`src/rtl/pipe_hazard_ctrl.sv`:
```
// Pipeline hazard controller: load-use bubbles, branch flushes,
// data-memory wait freezes and a drain-then-halt sequence.
module pipe_hazard_ctrl #(
    parameter int DRAIN_CYCLES = 3
) (
    input  logic       clk,
    input  logic       reset,
    input  logic       ifid_valid,
    input  logic [1:0] ifid_rs,
    input  logic [1:0] ifid_rt,
    input  logic       ifid_uses_rs,
    input  logic       ifid_uses_rt,
    input  logic       idex_mem_read,
    input  logic [1:0] idex_rd,
    input  logic       branch_taken,
    input  logic       mem_busy,
    input  logic       halt_req,
    input  logic       resume,
    input  logic       stall_cnt_clr,
    output logic       pc_en,
    output logic       ifid_stall,
    output logic       ifid_flush,
    output logic       idex_flush,
    output logic       pipe_freeze,
    output logic       halted,
    output logic [7:0] stall_cnt
);

    localparam int CW = (DRAIN_CYCLES < 2) ? 1 : $clog2(DRAIN_CYCLES + 1);
    localparam logic [CW-1:0] DRAIN_LOAD = CW'(DRAIN_CYCLES);
    localparam logic [CW-1:0] DRAIN_ONE  = CW'(1);

    typedef enum logic [1:0] {
        RUN,
        MEMWAIT,
        DRAIN,
        HALT
    } state_t;

    state_t        state;
    state_t        state_nxt;
    logic [CW-1:0] drain_cnt;
    logic [CW-1:0] drain_nxt;

    logic rs_hit;
    logic rt_hit;
    logic load_use;

    logic   r_pc_en;
    logic   r_stall;
    logic   r_freeze;
    logic   r_ifid_flush;
    logic   r_idex_flush;
    logic   r_load_drain;
    state_t r_next;

    assign rs_hit   = ifid_uses_rs && (ifid_rs == idex_rd);
    assign rt_hit   = ifid_uses_rt && (ifid_rt == idex_rd);
    assign load_use = ifid_valid && idex_mem_read && (rs_hit || rt_hit);

    // Priority rules shared by RUN and by MEMWAIT once memory is ready
    always_comb begin
        r_pc_en      = 1'b1;
        r_stall      = 1'b0;
        r_freeze     = 1'b0;
        r_ifid_flush = 1'b0;
        r_idex_flush = 1'b0;
        r_load_drain = 1'b0;
        r_next       = RUN;
        if (mem_busy) begin
            r_pc_en  = 1'b0;
            r_stall  = 1'b1;
            r_freeze = 1'b1;
            r_next   = MEMWAIT;
        end else if (branch_taken) begin
            r_ifid_flush = 1'b1;
            r_idex_flush = 1'b1;
        end else if (load_use) begin
            r_pc_en      = 1'b0;
            r_stall      = 1'b1;
            r_idex_flush = 1'b1;
        end else if (halt_req) begin
            r_pc_en      = 1'b0;
            r_ifid_flush = 1'b1;
            r_load_drain = 1'b1;
            r_next       = DRAIN;
        end
    end

    always_comb begin
        pc_en       = 1'b0;
        ifid_stall  = 1'b0;
        ifid_flush  = 1'b0;
        idex_flush  = 1'b0;
        pipe_freeze = 1'b0;
        halted      = 1'b0;
        state_nxt   = state;
        drain_nxt   = drain_cnt;
        unique case (state)
            RUN, MEMWAIT: begin
                pc_en       = r_pc_en;
                ifid_stall  = r_stall;
                ifid_flush  = r_ifid_flush;
                idex_flush  = r_idex_flush;
                pipe_freeze = r_freeze;
                state_nxt   = r_next;
                if (r_load_drain) begin
                    drain_nxt = DRAIN_LOAD;
                end
            end
            DRAIN: begin
                if (mem_busy) begin
                    pipe_freeze = 1'b1;
                    ifid_stall  = 1'b1;
                end else begin
                    // A late branch still lets the PC capture its target
                    pc_en      = branch_taken;
                    ifid_flush = 1'b1;
                    idex_flush = 1'b1;
                    if (drain_cnt <= DRAIN_ONE) begin
                        drain_nxt = '0;
                        state_nxt = HALT;
                    end else begin
                        drain_nxt = drain_cnt - DRAIN_ONE;
                    end
                end
            end
            HALT: begin
                ifid_flush = 1'b1;
                idex_flush = 1'b1;
                halted     = 1'b1;
                if (resume) begin
                    state_nxt = RUN;
                end
            end
            default: begin
                state_nxt = RUN;
                drain_nxt = '0;
            end
        endcase
        if (reset) begin
            pc_en       = 1'b0;
            ifid_stall  = 1'b0;
            ifid_flush  = 1'b1;
            idex_flush  = 1'b1;
            pipe_freeze = 1'b0;
            halted      = 1'b0;
        end
    end

    always_ff @(posedge clk) begin
        if (reset) begin
            state     <= RUN;
            drain_cnt <= '0;
        end else begin
            state     <= state_nxt;
            drain_cnt <= drain_nxt;
        end
    end

    always_ff @(posedge clk) begin
        if (reset || stall_cnt_clr) begin
            stall_cnt <= 8'd0;
        end else if (!pc_en && state != HALT && stall_cnt != 8'hFF) begin
            stall_cnt <= stall_cnt + 8'd1;
        end
    end

endmodule

```
`config.mk`:
```
export PLATFORM = sky130hd
export DESIGN_NAME = pipe_hazard_ctrl
export DESIGN_NICKNAME = d
export VERILOG_FILES = /design/src/rtl/pipe_hazard_ctrl.sv
export SDC_FILE = /design/constraint.sdc
export NUM_CORES = 1
export LEC_CHECK = 0
export ABC_AREA = 1
export CAP_MARGIN = 20
export CORE_MARGIN = 1.5
export CORE_UTILIZATION = 42
export CTS_CLUSTER_DIAMETER = 80
export DETAILED_ROUTE_END_ITERATION = 16
export PLACE_DENSITY = 0.77
export SETUP_SLACK_MARGIN = 0.2
export SLEW_MARGIN = 20
export SYNTH_ARGS = -nofsm -noshare
export SYNTH_HDL_FRONTEND = slang
export SYNTH_SLANG_ARGS = --single-unit
export TNS_END_PERCENT = 20
```
`constraint.sdc`:
```
create_clock -name clk -period 2 [get_ports clk]
set_input_delay 0.6 -clock clk [delete_from_list [all_inputs] [get_ports clk]]
set_output_delay 0.6 -clock clk [all_outputs]
set_load 0.01 [all_outputs]
```
## Yosys cells after proc, flatten, opt, wreduce, memory -nomap -nowiden

Index checks and enable logic that the tools add are counted.

| storage, ports and cells | value |
|---|---|
| logic and storage cells | 74 |
| input port bits | 17 |
| flip-flop bits (word level) | 12 |
| output and inout port bits | 14 |

| operators by class | value |
|---|---|
| $lt $le $gt $ge | 1 |
| add/subtract/negate cells | 2 |
| mux-type cells | 42 |
| reduce and logical (&&, ||, !) cells | 15 |
| equal/unequal tests | 11 |

Operators by type and width:

| operator | number |
|---|---|
| $mux 1 | 26 |
| $mux 2 | 10 |
| $ne 2x2->1 const B | 5 |
| $add 8x1->8 const B | 1 |
| $ne 8x8->1 const B | 1 |
| $logic_and 1x1->1 | 6 |
| $pmux 1 s3 | 2 |
| $pmux 2 s3 | 1 |
| $reduce_and 3->1 | 2 |
| $eq 2x2->1 | 2 |
| $eq 2x2->1 const B | 2 |
| $pmux 1 s2 | 2 |
| $pmux 2 s2 | 1 |
| $reduce_or 3->1 | 1 |
| $eq 2x1->1 const B | 1 |
| $le 2x1->1 const B | 1 |
| $logic_not 2->1 | 1 |
| $logic_or 1x1->1 | 2 |
| $reduce_bool 2->1 | 1 |
| $reduce_or 2->1 | 1 |
| $sub 2x1->2 const B | 1 |
| $logic_not 1->1 | 1 |

## Logic depth before layout (Yosys ltp)

Gate-level depths: netlist of run 1.

| depth | value |
|---|---|
| depth after elaboration | 12 |
| depth in mapped cells | 11 |
| mapped depth without buffers | 11 |

## Worst setup path after synthesis of run 1

No wires, ideal clock.

| timing path | value |
|---|---|
| kind | input -> output |
| start | in reset |
| end | out ifid_stall |
| cell stages on the path | 3 |
| required time | 1400 ps |
| setup slack | -16 ps |
| arrival | 1416 ps |
| buffers on the path | 1 |
| path through | buf_2 > nor3_1 > o21bai_1 |

| between the ends | value |
|---|---|
| cells in the longest elaborated chain, start to end | 1 |

RTL lines:

| what | line | source |
|---|---|---|
| start, declared | 7 | `input logic reset,` |
| $mux 1 | 141 | `if (reset) begin` |
| end, declared | 21 | `output logic ifid_stall,` |

No other way between the ends.

## Worst setup path after layout of run 1

| timing path | value |
|---|---|
| start | in idex_rd[0] |
| end | out ifid_flush |

| between the ends | value |
|---|---|
| cells in the longest elaborated chain, start to end | 9 |
| elaborated cells between the ends (all ways) | 11 |
| classes of those cells | eq/ne (2); mux (5); reduce/logical (4) |

RTL lines:

| what | line | source |
|---|---|---|
| start, declared | 14 | `input logic [1:0] idex_rd,` |
| $eq 2x2->1, on equally long branches | 57, 58 |  |
| $logic_and 1x1->1, on equally long branches | 57, 58 |  |
| $logic_or 1x1->1 * | 59 | `assign load_use = ifid_valid && idex_mem_read && (rs_hit \|\| rt_hit);` |
| $logic_and 1x1->1 * | 59 |  |
| $mux 1 * | 78 | `end else if (load_use) begin` |
| $mux 1 * | 75 | `end else if (branch_taken) begin` |
| $mux 1 * | 70 | `if (mem_busy) begin` |
| $pmux 1 s3 * | 99 | `unique case (state)` |
| $mux 1 * | 141 |  |
| end, declared | 22 | `output logic ifid_flush,` |

Mark *: on every way between the ends. The rest lies on a longest branch, timed or not.

==> results.txt, run 1 <==
Status - finished with violations
Failing checks - negative setup slack
# fillers - 134
Reg area - 246.5 um^2
Crit Reg-Reg Startpoint - state[1]
Critical path, cell by cell - buf_8, inv_4, or2_1, nand3_2, nand2_2, nand2_4, nand2_2, a21oi_2, buf_2
Worst setup margin - -49.31 ps
GRT met3 Usage - 6.275%
Hold Crit Start - stall_cnt[7]
Worst Setup SP - idex_rd[0]
Post-synth top area cell - dfxtp_1
Global routing usage on met1 - 31.22%
Initial DRC Count - 12
Die width - 46.70 um
Crit path max-delay family - simple AND/OR/NAND/NOR gates
Gr busiest metal - met2
Synth warnings - 0
Pwr Total - 0.0006535 W
Hold Path Class - flip-flop to flip-flop
Setup TNS Final - -58.64 ps
CTS Root Cell - clkbuf_4
Worst Path Buf+Inv - 3
P_sw - 0.0001963 W
IO buf count - 30
Reg clk slew, reported paths - 80 ps
Worst-path cell with the longest stage delay - or2_1
Post-synth EDFFs - 0
Gr usage total - 25.30%
CTS Buf Count - 3
Number of global-route vias before repair - 914
# hold bufs at CTS - 0
Count of cell types in the netlist - 22
Seq/Total Area, Yosys - 29.95%
Initial core utilization - 45.46%
Mapped Cells - 125
Worst-Margin Slew - 308.6 ps
First-pass GRT wire length - 3850 um
Final hold viol count - 0
Final #Nets - 196
Unrepaired setup endpoints after global routing - yes
Most frequent CP cell - nand2_2
Sequential power share - 39.6%
N_diodes - 0
Routed WL per cell - 13.57 um
Worst setup SP type - input pin
Ports - 31
DRC - 0
Router iterations before antenna repair - 4
Internal Power - 0.0004572 W
Synth top area share - 29.95%
Most used DFF post-synth - dfxtp_1
Critical path endpoint category - output port
Total power per unit cell area - 469.3 nW/um^2
Mean post-synth cell area - 6.416 um^2
Worst EP arrival - 1450 ps
Top post-synthesis cells by area - dfxtp_1 30%, nand2_1 15%, a21oi_1 9.4%
Routed Wire Length - 2741 um
Peak supply drop - 0.4207 mV
Crit path required time - 1400 ps
Async S/R FF share, synth - 0%
Antenna violations before repair - 0
Relative max-transition margin - 79.27%
CTS sink count - 12
CP max stage delay - 220 ps
Fmax - 488.0 MHz
DR vias - 1007
Clock power frac - 30.5%
Area of the multi-input gates - 571.8 um^2
Final cycle utilization of the critical path - 102.5%
CTS H-tree depth - 1
Area grow syn2layout - 73.64%
Switching share of total power - 30.04%
Total grt overflow - 0
Die Ht - 46.70 um
Row count - 15
Final setup viols - 2
Critical path type - input pin to output port
Fraction of layout cells with a size suffix above 1 - 40.11%
Clk Latency, worst-skew pair - 280 ps
Via density - 4.985
Comb pwr share - 29.8%
Synth Net Count - 143
Synthesized flop and latch total - 12
CTS Buffer Depth - 2
Crit-path max FO - 6
Max Cap Viol - 0
Die area - 2181 um^2
Synth top cells by count - 33 x nand2_1, 18 x inv_1, 15 x a21oi_1
Tmin final - 2049 ps
Leakage - 0.6929 nW
Cell Area, Synth - 802.0 um^2
Maximum number of pins on one net before global-route repair - 11
TritonCTS clock tree - done
Core ar. - 1764 um^2
Max Slew Vio Count - 0
Top-count cell post-synth - nand2_1
Dpl hpwl - 1698 um
Met2 Use GR - 41.94%
Post-route ant nets - 0
Skew final - 2.329 ps
Routability cong. - 0.7972
==> metrics by stage <==
stage               utilization, %  cell area [um^2]  hold slack [ps]  worst slack, ps  instances
floorplan                        -             822.0            474.1            96.74        125
global placement             68.65              1211            480.9           -881.6        187
detailed placement           68.65              1211            486.6           -913.3        187
CTS                          72.84              1285            482.8           -85.00        201
global route                 78.94              1393            513.6           -117.5        202
finish                       78.94              1393            484.7           -49.31        202
==> logic make-up (layout without fill, tap and decap cells) <==
family	after synthesis	in the layout	synth area share (%)
AOI/OAI and AO/OA	20	20	13.42
xor gates and xnor gates	5	5	5.460
adders and majority gates	1	1	1.560
buffers and inverters	20	72	9.672
DFF	12	12	29.95
and+or+nand+nor	67	67	39.94
==> worst min-delay path: cells and delay by family, from the launching register on <==
family,cells,cell delay [ps]
simple gates,1,50
flops,1,350
compound gates,1,50
==> power groups by stage <==
stage / sequential, W / combinational, W / clock [W]
floorplan: 0.000263 / 0.0000782 / 0
global placement: 0.000263 / 0.000156 / 0
detailed placement: 0.000263 / 0.000161 / 0
CTS: 0.000258 / 0.000166 / 0.000208
global route: 0.000260 / 0.000213 / 0.000214
finish: 0.000259 / 0.000195 / 0.000199
==> registers in the layout (all words and copies together), names as in the netlist <==
signal / cells
stall_cnt: 8
drain_cnt: 2
state: 2
==> placed cells by master (no fill, tap or decap), drive strengths merged, types with 2 or more instances in the layout <==
cell type,instances
a21oi,16
inv,18
o21ai,2
xor2,4
buf,35
nor2,12
nand4,8
clkbuf,5
clkdlybuf4s50,2
dfxtp,12
dlygate4sd2,11
nand2,34
nand3,9
==> path summary, 6_finish.rpt <==
kind	end	slack, ps	cells after the start
setup / recovery	ifid_flush	-50	9
hold / removal	stall_cnt[7]	480	2
setup reg to reg	stall_cnt[0]	260	12
hold reg to reg	stall_cnt[7]	480	2
==> metal layers <==
metal,wire length (um),up-vias
li1,-,515
met1,1242,455
met2,1293,31
met3,149,6
met4,55,0
met5,0,-
==> repair_timing <==
item / in CTS / in global routing
endpoints found under the setup margin: 25 / 15
resized for setup: 89 / 29
pin swaps: 30 / 17
buffers inserted: 10 / 1
endpoints found under the hold margin: 0 / 0
==> final cells by class <==
class,instances,share of cell area (%)
clock buffer,4,2.606
inverter,18,5.031
multi-input combinational,93,41.06
sequential,12,17.70
tap,25,2.246
timing repair buffer,50,31.36
No activity file was read; power rests on OpenSTA's default activity.
==> run 2: changes to the inputs <==
Settings changed: CORE_UTILIZATION 42 to 30, CTS_BUF_LIST set to sky130_fd_sc_hd__clkbuf_4, PLACE_DENSITY 0.77 to not set.
==> results.txt, run 2 (synthesized netlist as in run 1, its figures left out) <==
Peak supply drop - 0.3330 mV (was 0.4207 mV)
Number of global-route vias before repair - 854 (was 914)
Sequential power share - 43.0% (was 39.6%)
CTS H-tree depth - 1 (unchanged)
# fillers - 224 (was 134)
N_diodes - 0 (unchanged)
DR vias - 1012 (was 1007)
Antenna violations before repair - 0 (unchanged)
Max FFs per register - 8 (unchanged)
Unrepaired setup endpoints after global routing - yes (unchanged)
Max Slew Vio Count - 0 (unchanged)
Leakage - 0.7343 nW (was 0.6929 nW)
P_sw - 0.0001866 W (was 0.0001963 W)
Largest Register - stall_cnt (unchanged)
Tmin final - 2117 ps (was 2049 ps)
Final Non-Filler Cells - 205 (was 202)
Internal Power - 0.0004169 W (was 0.0004572 W)
Final cycle utilization of the critical path - 105.8% (was 102.5%)
Worst EP arrival - 1520 ps (was 1450 ps)
Crit-path max FO - 3 (was 6)
Router iterations before antenna repair - 4 (unchanged)
Status - finished with violations (unchanged)
Via density - 4.937 (was 4.985)
Inst Count DP - 191 (was 187)
Worst-Margin Slew - 263.4 ps (was 308.6 ps)
TritonCTS clock tree - done (unchanged)
Global routing usage on met1 - 21.29% (was 31.22%)
Relative max-transition margin - 82.42% (was 79.27%)
Routed WL per cell - 12.43 um (was 13.57 um)
Switching share of total power - 30.92% (was 30.04%)
CTS Buf Count - 3 (unchanged)
Worst setup margin - -116.7 ps (was -49.31 ps)
Most common cell after layout, fill and taps aside - nand2_1 (unchanged)
Routability cong. - 0.7383 (was 0.7972)
Reg2Reg Depth - 11 (was 12)
Fraction of layout cells with a size suffix above 1 - 44.00% (was 40.11%)
Max Cap Viol - 0 (unchanged)
Gr usage total - 16.84% (was 25.30%)
Dpl hpwl - 1611 um (was 1698 um)
Core ar. - 2500 um^2 (was 1764 um^2)
Place WS - -947.5 ps (was -913.3 ps)
Die area - 2993 um^2 (was 2181 um^2)
Final setup viols - 4 (was 2)
Clock power frac - 24.7% (was 30.5%)
Biggest regs - stall_cnt (8), drain_cnt (2), state (2) (unchanged)
Ports - 31 (unchanged)
Skew final - 1.192 ps (was 2.329 ps)
First-pass GRT wire length - 3581 um (was 3850 um)
Final #Nets - 195 (was 196)
Fmax - 472.4 MHz (was 488.0 MHz)
Gr busiest metal - met2 (unchanged)
Critical path type - input pin to output port (unchanged)
Failing checks - negative setup slack (unchanged)
Comb pwr share - 32.3% (was 29.8%)
Hold depth - 2 (unchanged)
Routed Wire Length - 2548 um (was 2741 um)
Critical path endpoint category - output port (unchanged)
Most frequent cells in the layout - 22 x nand2_1, 15 x buf_6, 12 x nor2_1 (was 27 x nand2_1, 13 x buf_4, 12 x inv_1, 12 x a21oi_1, 12 x buf_6)
IO buf count - 30 (unchanged)
Worst setup SP type - input pin (unchanged)
Clk Latency, worst-skew pair - 270 ps (was 280 ps)
Maximum number of pins on one net before global-route repair - 11 (unchanged)
Final hold viol count - 0 (unchanged)
Pwr Total - 0.0006035 W (was 0.0006535 W)
Die width - 54.71 um (was 46.70 um)
Area grow syn2layout - 78.78% (was 73.64%)
Die Ht - 54.71 um (was 46.70 um)
Row count - 18 (was 15)
Reg clk slew, reported paths - 70 ps (was 80 ps)
CTS Buffer Depth - 2 (unchanged)
Initial DRC Count - 18 (was 12)
GRT met3 Usage - 3.825% (was 6.275%)
CTS Root Cell - clkbuf_4 (unchanged)
Met2 Use GR - 26.19% (was 41.94%)
Total power per unit cell area - 420.9 nW/um^2 (was 469.3 nW/um^2)
DRC - 0 (unchanged)
Core Util, Final - 57.36% (was 78.94%)
Total grt overflow - 0 (unchanged)
Crit path required time - 1400 ps (about the same)
Post-route ant nets - 0 (unchanged)
Initial core utilization - 32.08% (was 45.46%)
CTS sink count - 12 (unchanged)
Hold Path Class - flip-flop to flip-flop (unchanged)
run 2: changes by cell type in the layout (fill, tap and decap cells not counted), moves of 3 or more:
cell / change
a21oi_1: -3
nand2_1: -5
nand2_2: +5
a21oi_2: +4
buf_6: +3
run 2: final cells by class:
class | instances | area [um^2] | share of cell area, %
multi-input combinational | 93 | 599.3 | 41.80
clock buffer | 3 | 22.52 | 1.571
sequential | 12 | 246.5 | 17.19
tap | 30 | 37.54 | 2.618
inverter | 18 | 72.57 | 5.061
timing repair buffer | 49 | 455.4 | 31.76
run 2: final timing paths:
check	slack [ps]	start	endpoint
hold / removal	490	stall_cnt[2]	stall_cnt[2]
setup reg to reg	300	state[1]	stall_cnt[4]
setup / recovery	-120	idex_rd[0]	ifid_stall
hold reg to reg	490	stall_cnt[2]	stall_cnt[2]
run 2: power by group through the flow:
stage / sequential, W / clock, W / combinational, W
3_5_place_dp: 0.000263 / 0 / 0.000160
3_3_place_gp: 0.000263 / 0 / 0.000156
4_1_cts: 0.000259 / 0.000150 / 0.000167
6_report: 0.000259 / 0.000149 / 0.000195
2_1_floorplan: 0.000263 / 0 / 0.0000782
5_1_grt: 0.000260 / 0.000166 / 0.000214
run 2: per-stage QoR:
step | instance area (um^2) | hold slack (ps) | setup TNS [ps]
after floorplan | 822.0 | 474.1 | 0
after global placement | 1210 | 483.6 | -6227
after detailed placement | 1210 | 491.7 | -6894
after CTS | 1292 | 488.9 | -251.8
after global routing | 1434 | 496.1 | -579.7
final | 1434 | 492.1 | -334.7
run 2: worst max-delay path: stages:
cell      delay [ps]
buf_8            100
inv_4             50
nand2_2           40
nand2_1           60
nand3_2           90
nand2_2          100
nand2_4           70
buf_6            120
o21bai_1         130
buf_2            150
run 2: routing by layer:
| layer | share of wire, % | vias up |
|---|---|---|
| met3 | 5.7 | 6 |
| met2 | 49 | 30 |
| met1 | 43 | 462 |
| li1 | - | 514 |
| met4 | 2.2 | 0 |
| met5 | 0 | - |
run 2: timing repair:
| item | in CTS | in global routing |
|---|---|---|
| setup endpoints to repair | 25 | 17 |
| hold buffers | 0 | 0 |
| endpoints found under the hold margin | 0 | 0 |
| setup buffers | 10 | 1 |
| pin swaps | 20 | 22 |
| resized for setup | 95 | 37 |
==> run 3: changes to the inputs <==
Settings changed: ABC_AREA 1 to 0, HOLD_SLACK_MARGIN set to 0.1.
==> results.txt, run 3 <==
Design Area, Final - 1420 um^2 (was 1434 um^2)
TritonCTS clock tree - done (unchanged)
CTS sink count - 12 (unchanged)
Count of cell types in the netlist - 36 (was 22)
Die area - 2803 um^2 (was 2993 um^2)
Synth Net Count - 113 (was 143)
IO buf count - 30 (unchanged)
Most used DFF post-synth - dfxtp_1 (unchanged)
Maximum number of pins on one net before global-route repair - 9 (was 11)
Seq/Total Area, Yosys - 32.11% (was 29.95%)
CTS Buf Count - 3 (unchanged)
Area grow syn2layout - 89.80% (was 78.78%)
Initial DRC Count - 22 (was 18)
Crit path max-delay family - buffers and inverters (unchanged)
N_diodes - 0 (unchanged)
CP max stage delay - 300 ps (was 150 ps)
Antenna violations before repair - 0 (unchanged)
Critical path endpoint category - output port (unchanged)
Synth top cells by count - 16 x nand2_1, 12 x dfxtp_1, 10 x nor2_1 (was 33 x nand2_1, 18 x inv_1, 15 x a21oi_1)
Mapped Cells - 95 (was 125)
Hold Path Class - flip-flop to flip-flop (unchanged)
Ports - 31 (unchanged)
Clk Latency, worst-skew pair - 270 ps (about the same)
Skew final - 3.194 ps (was 1.192 ps)
Post-synth top area cell - dfxtp_1 (unchanged)
Fraction of layout cells with a size suffix above 1 - 48.34% (was 44.00%)
Fmax - 420.9 MHz (was 472.4 MHz)
Synth warnings - 0 (unchanged)
Worst setup SP type - input pin (unchanged)
# hold bufs at CTS - 0 (unchanged)
Max FFs per register - 8 (unchanged)
Final hold viol count - 0 (unchanged)
Synth top area share - 32.11% (was 29.95%)
Worst-Margin Slew - 391.9 ps (was 263.4 ps)
DRC - 0 (unchanged)
Peak supply drop - 0.2664 mV (was 0.3330 mV)
CTS Buffer Depth - 2 (unchanged)
Total power per unit cell area - 420.6 nW/um^2 (was 420.9 nW/um^2)
Leakage - 0.6683 nW (was 0.7343 nW)
Worst-path cell with the longest stage delay - nor4_4 (was buf_2)
Row count - 17 (was 18)
DR vias - 956 (was 1012)
Dpl hpwl - 1767 um (was 1611 um)
Die width - 52.94 um (was 54.71 um)
Synthesized flop and latch total - 12 (unchanged)
Pwr Total - 0.0005972 W (was 0.0006035 W)
Via density - 5.341 (was 4.937)
Most common cell after layout, fill and taps aside - buf_4 (was nand2_1)
Post-synth EDFFs - 0 (unchanged)
Final setup viols - 12 (was 4)
Top-count cell post-synth - nand2_1 (unchanged)
Critical path, cell by cell - buf_8, xor2_4, buf_6, nor4_4, nor4_4, buf_4, nand2_2, nand2_2, buf_6 (was buf_8, inv_4, nand2_2, nand2_1, nand3_2, nand2_2, nand2_4, buf_6, o21bai_1, buf_2)
Total grt overflow - 0 (unchanged)
Most frequent cells in the layout - 19 x buf_4, 13 x nand2_1, 10 x nor2_1, 10 x buf_6 (was 22 x nand2_1, 15 x buf_6, 12 x nor2_1)
CTS Root Cell - clkbuf_4 (unchanged)
Routed Wire Length - 2637 um (was 2548 um)
Router iterations before antenna repair - 4 (unchanged)
Largest Register - stall_cnt (unchanged)
Max Cap Viol - 0 (unchanged)
Failing checks - negative setup slack (unchanged)
Gr usage total - 19.39% (was 16.84%)
Die Ht - 52.94 um (was 54.71 um)
Reg clk slew, reported paths - 70 ps (about the same)
Core ar. - 2276 um^2 (was 2500 um^2)
Unrepaired setup endpoints after global routing - yes (unchanged)
Worst EP arrival - 1780 ps (was 1520 ps)
Worst Path Buf+Inv - 4 (unchanged)
Biggest regs - stall_cnt (8), drain_cnt (2), state (2) (unchanged)
Cell Area, Synth - 748.2 um^2 (was 802.0 um^2)
Max Slew Vio Count - 0 (unchanged)
Number of global-route vias before repair - 980 (was 854)
Crit-path max FO - 3 (unchanged)
Post-DP Area - 1250 um^2 (was 1210 um^2)
Relative max-transition margin - 73.65% (was 82.42%)
Routed WL per cell - 14.73 um (was 12.43 um)
Status - finished with violations (unchanged)
Post-route ant nets - 0 (unchanged)
Initial core utilization - 32.88% (was 32.08%)
Worst setup margin - -376.0 ps (was -116.7 ps)
Critical path type - input pin to output port (unchanged)
Mean post-synth cell area - 7.876 um^2 (was 6.416 um^2)
CTS H-tree depth - 1 (unchanged)
Top post-synthesis cells by area - dfxtp_1 32%, nand2_1 8.0%, nor2_1 5.0% (was dfxtp_1 30%, nand2_1 15%, a21oi_1 9.4%)
Routability cong. - 0.7887 (was 0.7383)
Async S/R FF share, synth - 0% (unchanged)
Crit path required time - 1400 ps (about the same)
First-pass GRT wire length - 3926 um (was 3581 um)
Tmin final - 2376 ps (was 2117 ps)
Setup TNS Final - -2100 ps (was -334.7 ps)
Final #Nets - 171 (was 195)
Final cycle utilization of the critical path - 118.8% (was 105.8%)
## run 3: changes by cell type in the layout (fill, tap and decap cells not counted), moves of 7 or more
cell,before,now
inv_1,11,1
nand2_2,10,3
buf_4,11,19
a21oi_1,9,1
nand2_1,22,13
## run 3: worst paths after layout
kind	cells after the start	endpoint	slack [ps]	from
worst max-delay path	9	pc_en	-380	ifid_rs[0]
worst min-delay path	2	stall_cnt[1]	480	stall_cnt[1]
worst max register to register	9	stall_cnt[6]	140	state[1]
worst min register to register	2	stall_cnt[1]	480	stall_cnt[1]
## run 3: kinds of logic (layout without fill, tap and decap cells)
kind of cell | Yosys count | in the layout | synth area share (%)
xor gates and xnor gates | 3 | 3 | 3.512
AOI/OAI and AO/OA | 21 | 21 | 20.90
DFF | 12 | 12 | 32.11
adders and majority gates | 1 | 1 | 1.672
buffers and inverters | 6 | 62 | 5.182
muxes | 2 | 2 | 2.843
and+or+nand+nor | 50 | 50 | 33.78
## run 3: power by group
part / internal [W] / switching (W) / total [W]
sequential: 0.000247 / 0.00000663 / 0.000254
clock: 0.0000697 / 0.0000778 / 0.000147
combinational: 0.000105 / 0.0000917 / 0.000196
total: 0.000421 / 0.000176 / 0.000597
## run 3: tightest hold or removal path, stage by stage (launching register included)
cell,delay (ps)
dfxtp_1,330
nand2_1,60
o21ai_1,50
## run 3: area by class of cell
| class | instances | area (um^2) |
|---|---|---|
| repair buffers | 58 | 501.7 |
| multi-input cells | 77 | 613.1 |
| inverters | 1 | 3.754 |
| fillers | 196 | 855.8 |
| flip-flops and latches | 12 | 244.0 |
| well taps | 28 | 35.03 |
| clock buffers | 3 | 22.52 |
## run 3: stage by stage
step	hold WS [ps]	cells	utilization, %	setup WS, ps
floorplan	455.3	95	-	-74.73
global placement	473.5	167	54.92	-1230
detailed placement	489.5	167	54.92	-1286
CTS	500.6	177	61.79	-429.3
global route	505.6	179	62.40	-448.4
finish	483.7	179	62.40	-376.0
## run 3: per-layer routing
layer | routed length [um] | up-vias | GRT usage [%]
met4 | 33 | 0 | 7.692
met2 | 1434 | 24 | 36.04
met1 | 1032 | 462 | 19.76
met5 | 0 | - | 0
met3 | 136 | 4 | 6.215
li1 | - | 466 | -
## run 3: timing repair
item                                    in CTS  in global routing
resized for setup                           94                 14
setup buffers                                7                  2
endpoints found under the setup margin      24                 19
pin swaps                                   20                 11
